**src/rtl/addr_dec_burst_pkg.sv**
```systemverilog
// Shared types and helpers for the addr_dec_burst address decoder.
package adec_pkg;

  // Frame-level decoder states
  typedef enum logic [2:0] {
    StIdle  = 3'd0,
    StAddr  = 3'd1,
    StWrite = 3'd2,
    StRead  = 3'd3,
    StRwait = 3'd4,
    StErr   = 3'd5
  } adec_state_e;

  // Value of the R/W bit (bit 0 of the address byte)
  localparam logic RW_READ  = 1'b1;
  localparam logic RW_WRITE = 1'b0;

  // Peripheral index = address bits above the register-offset field
  function automatic int unsigned periph_idx(input logic [31:0] addr, input int unsigned reg_w);
    return int'(addr >> reg_w);
  endfunction

endpackage

```
**src/rtl/addr_dec_burst_cs_decode.sv**
```systemverilog
// Peripheral index to one-hot chip-select decoder with range check.
module adec_cs_decode #(
  parameter int unsigned NUM_PERIPH = 4,
  parameter int unsigned IDX_W      = 3
) (
  input  logic [IDX_W-1:0]      idx_i,
  input  logic                  en_i,
  output logic [NUM_PERIPH-1:0] cs_o,
  output logic                  in_range_o
);

  // Index must name an existing peripheral; independent of the enable
  assign in_range_o = (32'(idx_i) < NUM_PERIPH);

  // One-hot select, all zero when disabled or out of range
  always_comb begin
    cs_o = '0;
    for (int unsigned i = 0; i < NUM_PERIPH; i++) begin
      cs_o[i] = en_i && (32'(idx_i) == i);
    end
  end

endmodule

```
**src/rtl/addr_dec_burst.sv**
```systemverilog
// Bus-slave address decoder with burst support.
// First frame byte carries {address, R/W}; following bytes are written to, or
// read from, the selected peripheral. Out-of-range addresses are NACKed.
// Build option: define ADEC_AUTOINC_EN to auto-increment the register offset
// after every wr/rd strobe (offset wraps, peripheral index is preserved).
module addr_dec_burst
  import adec_pkg::*;
#(
  parameter int unsigned NUM_PERIPH = 4,
  parameter int unsigned ADDR_W     = 7,
  parameter int unsigned REG_W      = 4,
  parameter int unsigned DATA_W     = 8
) (
  input  logic                  clk,
  input  logic                  rst,
  input  logic                  frame_start,
  input  logic                  frame_stop,
  input  logic [DATA_W-1:0]     d_in,
  input  logic                  data_received,
  input  logic                  rd_req,
  output logic [DATA_W-1:0]     d_out,
  output logic                  d_out_valid,
  output logic                  nack,
  output logic [ADDR_W-1:0]     address,
  output logic [DATA_W-1:0]     w_data,
  input  logic [DATA_W-1:0]     r_data,
  output logic                  wr,
  output logic                  rd,
  output logic [NUM_PERIPH-1:0] cs
);

  localparam int unsigned IDX_W = ADDR_W - REG_W;

  adec_state_e           state_q, state_d;
  logic [ADDR_W-1:0]     address_q, address_d;
  logic                  cs_en_q, cs_en_d;
  logic [NUM_PERIPH-1:0] cs_q, cs_d;
  logic                  nack_q, nack_d;
  logic                  wr_q, wr_d;
  logic                  rd_q, rd_d;
  logic [DATA_W-1:0]     w_data_q, w_data_d;
  logic [DATA_W-1:0]     d_out_q, d_out_d;
  logic                  d_out_valid_q, d_out_valid_d;

  logic [ADDR_W-1:0]     addr_byte;
  logic                  addr_rw;
  logic                  addr_hit;
  logic [IDX_W-1:0]      idx_d;
  logic                  in_range;

  assign addr_byte = d_in[ADDR_W:1];
  assign addr_rw   = d_in[0];
  // Address byte accepted this cycle (stop/start take priority)
  assign addr_hit  = (state_q == StAddr) && data_received && !frame_stop && !frame_start;

  // Next register address: latch from the address byte, optionally step after a strobe
  always_comb begin
    address_d = address_q;
    if (addr_hit) begin
      address_d = addr_byte;
    end
`ifdef ADEC_AUTOINC_EN
    else if (wr_q || rd_q) begin
      address_d[REG_W-1:0] = address_q[REG_W-1:0] + 1'b1;
    end
`endif
  end

  assign idx_d = IDX_W'(periph_idx(32'(address_d), REG_W));

  // Chip select is decoded from the next address so cs changes together with address
  adec_cs_decode #(
    .NUM_PERIPH(NUM_PERIPH),
    .IDX_W     (IDX_W)
  ) u_cs_decode (
    .idx_i     (idx_d),
    .en_i      (cs_en_d),
    .cs_o      (cs_d),
    .in_range_o(in_range)
  );

  // Frame FSM and strobe generation
  always_comb begin
    state_d       = state_q;
    cs_en_d       = cs_en_q;
    nack_d        = nack_q;
    wr_d          = 1'b0;
    rd_d          = 1'b0;
    w_data_d      = w_data_q;
    d_out_d       = d_out_q;
    d_out_valid_d = 1'b0;

    if (frame_stop) begin
      state_d = StIdle;
      cs_en_d = 1'b0;
      nack_d  = 1'b0;
    end else if (frame_start) begin
      state_d = StAddr;
      cs_en_d = 1'b0;
      nack_d  = 1'b0;
    end else begin
      unique case (state_q)
        StAddr: begin
          if (data_received) begin
            if (!in_range) begin
              state_d = StErr;
              nack_d  = 1'b1;
            end else if (addr_rw == RW_READ) begin
              state_d = StRwait;
              cs_en_d = 1'b1;
              rd_d    = 1'b1;
            end else begin
              state_d = StWrite;
              cs_en_d = 1'b1;
            end
          end
        end
        StWrite: begin
          if (data_received) begin
            wr_d     = 1'b1;
            w_data_d = d_in;
          end
        end
        StRead: begin
          if (rd_req) begin
            state_d = StRwait;
            rd_d    = 1'b1;
          end
        end
        StRwait: begin
          // r_data is valid the cycle after the rd strobe
          if (!rd_q) begin
            d_out_d       = r_data;
            d_out_valid_d = 1'b1;
            state_d       = StRead;
          end
        end
        default: ;
      endcase
    end
  end

  // State and registered outputs
  always_ff @(posedge clk or negedge rst) begin
    if (!rst) begin
      state_q       <= StIdle;
      address_q     <= '0;
      cs_en_q       <= 1'b0;
      cs_q          <= '0;
      nack_q        <= 1'b0;
      wr_q          <= 1'b0;
      rd_q          <= 1'b0;
      w_data_q      <= '0;
      d_out_q       <= '0;
      d_out_valid_q <= 1'b0;
    end else begin
      state_q       <= state_d;
      address_q     <= address_d;
      cs_en_q       <= cs_en_d;
      cs_q          <= cs_d;
      nack_q        <= nack_d;
      wr_q          <= wr_d;
      rd_q          <= rd_d;
      w_data_q      <= w_data_d;
      d_out_q       <= d_out_d;
      d_out_valid_q <= d_out_valid_d;
    end
  end

  assign address     = address_q;
  assign cs          = cs_q;
  assign nack        = nack_q;
  assign wr          = wr_q;
  assign rd          = rd_q;
  assign w_data      = w_data_q;
  assign d_out       = d_out_q;
  assign d_out_valid = d_out_valid_q;

endmodule
```
**config.mk**
```make
export PLATFORM = sky130hd
export DESIGN_NAME = addr_dec_burst
export DESIGN_NICKNAME = d
export VERILOG_FILES = /design/src/rtl/addr_dec_burst_pkg.sv /design/src/rtl/addr_dec_burst_cs_decode.sv /design/src/rtl/addr_dec_burst.sv
export SDC_FILE = /design/constraint.sdc
export NUM_CORES = 1
export LEC_CHECK = 0
export CORE_ASPECT_RATIO = 1.1
export CORE_MARGIN = 3
export CORE_UTILIZATION = 34
export DETAILED_ROUTE_END_ITERATION = 16
export GPL_TIMING_DRIVEN = 1
export PLACE_DENSITY = 0.61
export SLEW_MARGIN = 20
export SYNTH_ARGS = -nofsm -noshare
export SYNTH_HDL_FRONTEND = slang
export SYNTH_HIERARCHICAL = 1
export SYNTH_SLANG_ARGS = --single-unit
```
**constraint.sdc**
```tcl
create_clock -name clk -period 2.6 [get_ports clk]
set_input_delay 0.52 -clock clk [delete_from_list [all_inputs] [get_ports clk]]
set_output_delay 0.52 -clock clk [all_outputs]
set_load 0.1 [all_outputs]
```
* Word level (Yosys, flattened, before mapping)
Index checks and enable logic that the tools add are counted.
** Word-level totals
- Output and inout port bits :: 31
- RAM bits :: 0
- Logic and storage cells :: 77
- Memory bits (read-only) :: 0
- Memories :: 0
- Bits in latches :: 0
- Register bits :: 35
** Operators by class
- Mux-type cells :: 34
- Shifts and indexed selects :: 0
- $lt $le $gt $ge :: 1
- Add/sub/neg operators :: 0
- Equal/unequal tests :: 11
- Div/mod/pow operators :: 0
- $mul :: 0
- Bitwise logic cells :: 3
- Reduce and logical (&&, ||, !) cells :: 17
** Operators by type and width (number)
- 1-bit 2-to-1 mux :: 24
- 3-bit 2-to-1 mux :: 7
- 3-bit by 2-bit equality test with 1-bit output, second input constant :: 4
- 4-bit inequality test, second input constant :: 3
- 4-bit AND reduction :: 3
- 3-bit case mux with 3 select lines :: 1
- 1-bit logical AND :: 7
- 7-bit 2-to-1 mux :: 1
- 3-bit by 1-bit equality test with 1-bit output, second input constant :: 2
- 3-bit nonzero test :: 2
- 5-bit nonzero test :: 1
- 3-bit equality test, second input constant :: 1
- 3-bit zero test :: 1
- 3-bit < comparator, second input constant :: 1
- 3-bit inequality test, second input constant :: 1
- 1-bit inverter :: 3
- 3-bit AND reduction :: 1
- 1-bit zero test :: 2
- 1-bit case mux with 2 select lines :: 1

* Longest topological paths before layout
- Depth in word-level cells :: 12
- Gate-level depth with buffers :: 7
- Gate-level depth less buffers :: 7

* Cells and area by module
Netlist, hierarchy kept.
** Modules (own cells, without submodules)
- addr_dec_burst :: cells an instance 93, times used 1, area each 1397.6 sq um
- adec_cs_decode :: cells an instance 5, times used 1, area each 55.1 sq um

* Worst setup path before layout
OpenSTA, ideal clock, no wires.
- Path kind :: register to register
- Start :: register rd_q, in the netlist rd
- End :: register state_q[0]
- Period minus slack after synthesis :: 2050 ps
- Arrival time :: 1921 ps
- Buffers on the path :: 0
- Library setup time :: 129 ps
- Cell stages (with the launch flop) :: 4
- Path slack :: 550 ps
- Cells stage by stage :: dfrtp_1 or4b_4 and3_1 o41a_1
** On the way
- Cells in the longest elaborated chain, start to end :: 2
** RTL lines
- start: declaration :: RTL line addr_dec_burst.sv:40 : logic rd_q, rd_d;
- start signal: assignment :: RTL line addr_dec_burst.sv:163 : rd_q <= rd_d;
- 4-bit inequality test (no source line)
- 4-bit AND reduction (no source line)
- end signal: assignment :: RTL line addr_dec_burst.sv:146 : state_q <= StIdle;
- end signal: assignment :: RTL line addr_dec_burst.sv:157 : state_q <= state_d;
- end: declaration :: RTL line addr_dec_burst.sv:34 : adec_state_e state_q, state_d;
No other way between the ends.
A chain may end at the register's enable or synchronous reset.

* Worst setup path in the final report
- Start :: input port data_received
- End :: register cs_q[0], in the netlist cs[0]
** On the way
- Cells in the longest elaborated chain, start to end :: 11
- Elaborated cells on any way between the ends :: 12
** RTL lines
- start: declaration :: RTL line addr_dec_burst.sv:19 : input logic data_received,
- 1-bit logical AND (3 in a row) :: RTL line addr_dec_burst.sv:54 : assign addr_hit = (state_q == StAddr) && data_received && !frame_stop && !frame_start;
- 7-bit 2-to-1 mux :: RTL line addr_dec_burst.sv:59 : if (addr_hit) begin
- net address_d[6] :: RTL line addr_dec_burst.sv:35 : logic [ADDR_W-1:0] address_q, address_d;
- 3-bit < comparator :: RTL line addr_dec_burst_cs_decode.sv:13 : assign in_range_o = (32'(idx_i) < NUM_PERIPH);
- net in_range :: RTL line addr_dec_burst.sv:49 : logic in_range;
- 1-bit 2-to-1 mux :: RTL line addr_dec_burst.sv:105 : if (!in_range) begin
- 1-bit 2-to-1 mux :: RTL line addr_dec_burst.sv:104 : if (data_received) begin
- 1-bit 2-to-1 mux :: RTL line addr_dec_burst.sv:102 : unique case (state_q)
- 1-bit 2-to-1 mux :: RTL line addr_dec_burst.sv:97 : end else if (frame_start) begin
- 1-bit 2-to-1 mux :: RTL line addr_dec_burst.sv:93 : if (frame_stop) begin
- net cs_en_d :: RTL line addr_dec_burst.sv:36 : logic cs_en_q, cs_en_d;
- 1-bit logical AND :: RTL line addr_dec_burst_cs_decode.sv:19 : cs_o[i] = en_i && (32'(idx_i) == i);
- net cs_d[0] :: RTL line addr_dec_burst.sv:37 : logic [NUM_PERIPH-1:0] cs_q, cs_d;
- end signal: assignment :: RTL line addr_dec_burst.sv:160 : cs_q <= cs_d;
- end: declaration :: RTL line addr_dec_burst.sv:37
The timed path passes the listed nets, and every way through them passes these cells.

==> results.toml <==
[critical_path]
critPathLaunchType = "input pin"
crit_fanout = 6
reg2regPathDepth = 7
worstPathRequired_ps = 2790
arrival_ps = 2360
crit_path_end_kind = "register"
critPathKind = "input pin to register"

[logic_synthesis]
synth_top_area_cell = "dfrtp_1"
synth-xor-area-share_pct = 0
ys.warnings.count = 6
synth_compound_area_share_pct = 4.57
synth_top_family_by_area = "multiplexers"
synth_nets = 120
ys_ff_latch = 35
postSynthCellCount = 98
yosysUniqueCellTypes = 27
synth_ff_type = "dfrtp_1"
avgSynthCellArea_um2 = 14.8
synthTopCellsByCount = "dfrtp_1 (35), mux2_2 (15), mux2_4 (8)"
synthSimpleGateAreaFrac_pct = 13.7
synth-edff-count = 0
ys_top_cells_by_area = "dfrtp_1 (60%), mux2_2 (12%), mux2_4 (8.3%), and4bb_2 (2.6%), nand2_1 (1.6%)"
muxShareOfSynthArea_pct = 19.9
yosysMostFrequentCell = "dfrtp_1"
synthAdderAreaFrac_pct = 0
yosysSeqAreaShare_pct = 60.3
ys_async_sr_fraction_pct = 100
synth.top_cell.area_share_pct = 60.3
syn_area_um2 = 1450

[routing]
vias = 1014
drtIter0Drc = 17
vias_per_cell = 4.81
drc = 0
wl_per_cell_um = 14.2
drt-total-wl_um = 3000
drt_pass1_iterations = 4
ant_nets = 0

[cells_and_area]
final_net_count = 181
multi_input_area_um2 = 554
register_area_um2 = 876
antenna_cells = 0
final_layout_size_suffix_gt1_share_pct = 44.7
fillers = 372
stdcell_area_um2 = 2060
synthToLayoutAreaGrowth_pct = 41.8

[timing]
rsz0062_at_grt = "no"
fin_crit_sh_pct = 83.5
worst_pin_slew_ps = 434
setup_viol = 0
finalHoldViolations = 0
slew_violations = 0
max_freq_ghz = 0.461
maxSlewHeadroom_pct = 71.1
period_needed_ps = 2170
fin_worst_skew_ps = 5.34
tns_ps = 0

[clocking]
cts_made_buffers = 5
clock_latency_ps = 280
cts_resized = 0
clockBufferDepth = 2
cts_hold_buffers = 0
cts_setup_buffers = 0
clkSinkCount = 35
cts_root_buffer = "clkbuf_8"
clk_pin_slew_ps = 70
htreeDepth = 2
cts_tree = "built"

[floorplan]
die_w_um = 68.3
coreArea_um2 = 4050
ioPinCount = 53
start_util_pct = 35.8
die_y_um = 74.6
rows = 24
die_area_um2 = 5090

[place]
postPlaceCellArea_um2 = 1970
dp_hpwl_um = 2230
gp_congestion = 0.727
port_buffers = 52

[flow_run]
maxCapViolations = 0

[pwr]
leakagePower_uw = 0.00103
total_power_uw = 2000
ir_worst_vdd_mv = 0.546
powerDensity_nw_per_um2 = 971

[hold_path]
hold_class = "register to register"
holdPathStages = 2

[global_routing]
grt_overflow = 0
grt_max_degree = 36
grt_usage_pct = 13.3
grt_pass1_vias = 1048
antenna_found_initial = 0
grt_pass1_wl_um = 4900

[run_status]
status = "finished, final reports clean"
-- layer usage --
layer	routed length [um]	share of wire (%)	up-vias	track usage, %
li1	-	-	476	-
met1	1260	42	488	16.6
met2	1380	46	46	19.7
met3	310	10	4	5.89
met4	53	1.8	0	6.62
met5	0	0	-	0
-- metrics by stage --
step	util, %	hold slack (ps)	setup slack, ps	instances
5_1_grt	50.8	526	257	211
3_3_place_gp	48.6	491	217	204
2_1_floorplan	-	224	550	98
3_5_place_dp	48.6	490	114	204
4_1_cts	50.8	504	420	211
6_report	50.8	493	429	211
-- power breakdown --
| group | internal [uW] | switching, uW | total, uW |
|---|---|---|---|
| clock network | 207 | 175 | 383 |
| logic | 229 | 712 | 942 |
| registers | 628 | 46.6 | 674 |
| total | 1060 | 934 | 2000 |
-- logic make-up (layout without fill, tap and decap cells) --
family                 Yosys count  count (layout)
AND/OR/NAND/NOR                 27              27
buffers and inverters            4              65
flip-flops                      35              35
multiplexers                    23              23
AO/OA/AOI/OAI                    9               9
-- final timing paths --
path / start / endpoint / slack (ps)
min in group asynchronous: rst / rd$_DFF_PN0_ / 680
hold reg to reg: nack$_DFFE_PN0P_ / nack$_DFFE_PN0P_ / 490
setup reg to reg: state_q[1]$_DFFE_PN0P_ / cs[0]$_DFF_PN0_ / 600
max in group asynchronous: rst / w_data[5]$_DFFE_PN0P_ / 1620
hold / removal: nack$_DFFE_PN0P_ / nack$_DFFE_PN0P_ / 490
setup / recovery: data_received / cs[0]$_DFF_PN0_ / 430
-- state kept, by name, indices dropped and copies added (netlist names) --
name / flops
d_out: 8
w_data: 8
address: 7
cs: 4
state_q: 3
cs_en_q: 1
d_out_valid: 1
nack: 1
rd: 1
wr: 1
-- cells in the final DEF (no fill, tap or decap), drive strengths merged --
master	instances
a211oi	1
a21oi	3
a22o	1
a41oi	1
and3	1
and4b	1
and4bb	3
buf	34
clkbuf	6
clkdlybuf4s50	21
clkinv	1
dfrtp	35
inv	3
mux2	23
nand2	6
nand2b	3
nand3	1
nand4b	1
nor2	4
nor2b	1
nor4b	1
nor4bb	1
o21ai	1
o311a	1
o41a	1
or2	1
or4	1
or4b	1
or4bb	1
-- critical path, cell delays in order --
cell and delay, ps:
clkdlybuf4s50_1 430, and4bb_2 250, nand2_1 90, mux2_2 380, inv_1 160, a21oi_1 80, nor2_1 200, nor4b_2 230
-- area by class of cell --
class,count,area share (%)
Sequential cell,35,42.5
Clock buffer,6,4.01
Multi-Input combinational cell,59,26.9
Clock inverter,1,0.243
Tap cell,52,3.16
Timing Repair Buffer,55,22.6
Inverter,3,0.547
(Power assumes the default switching activity.)
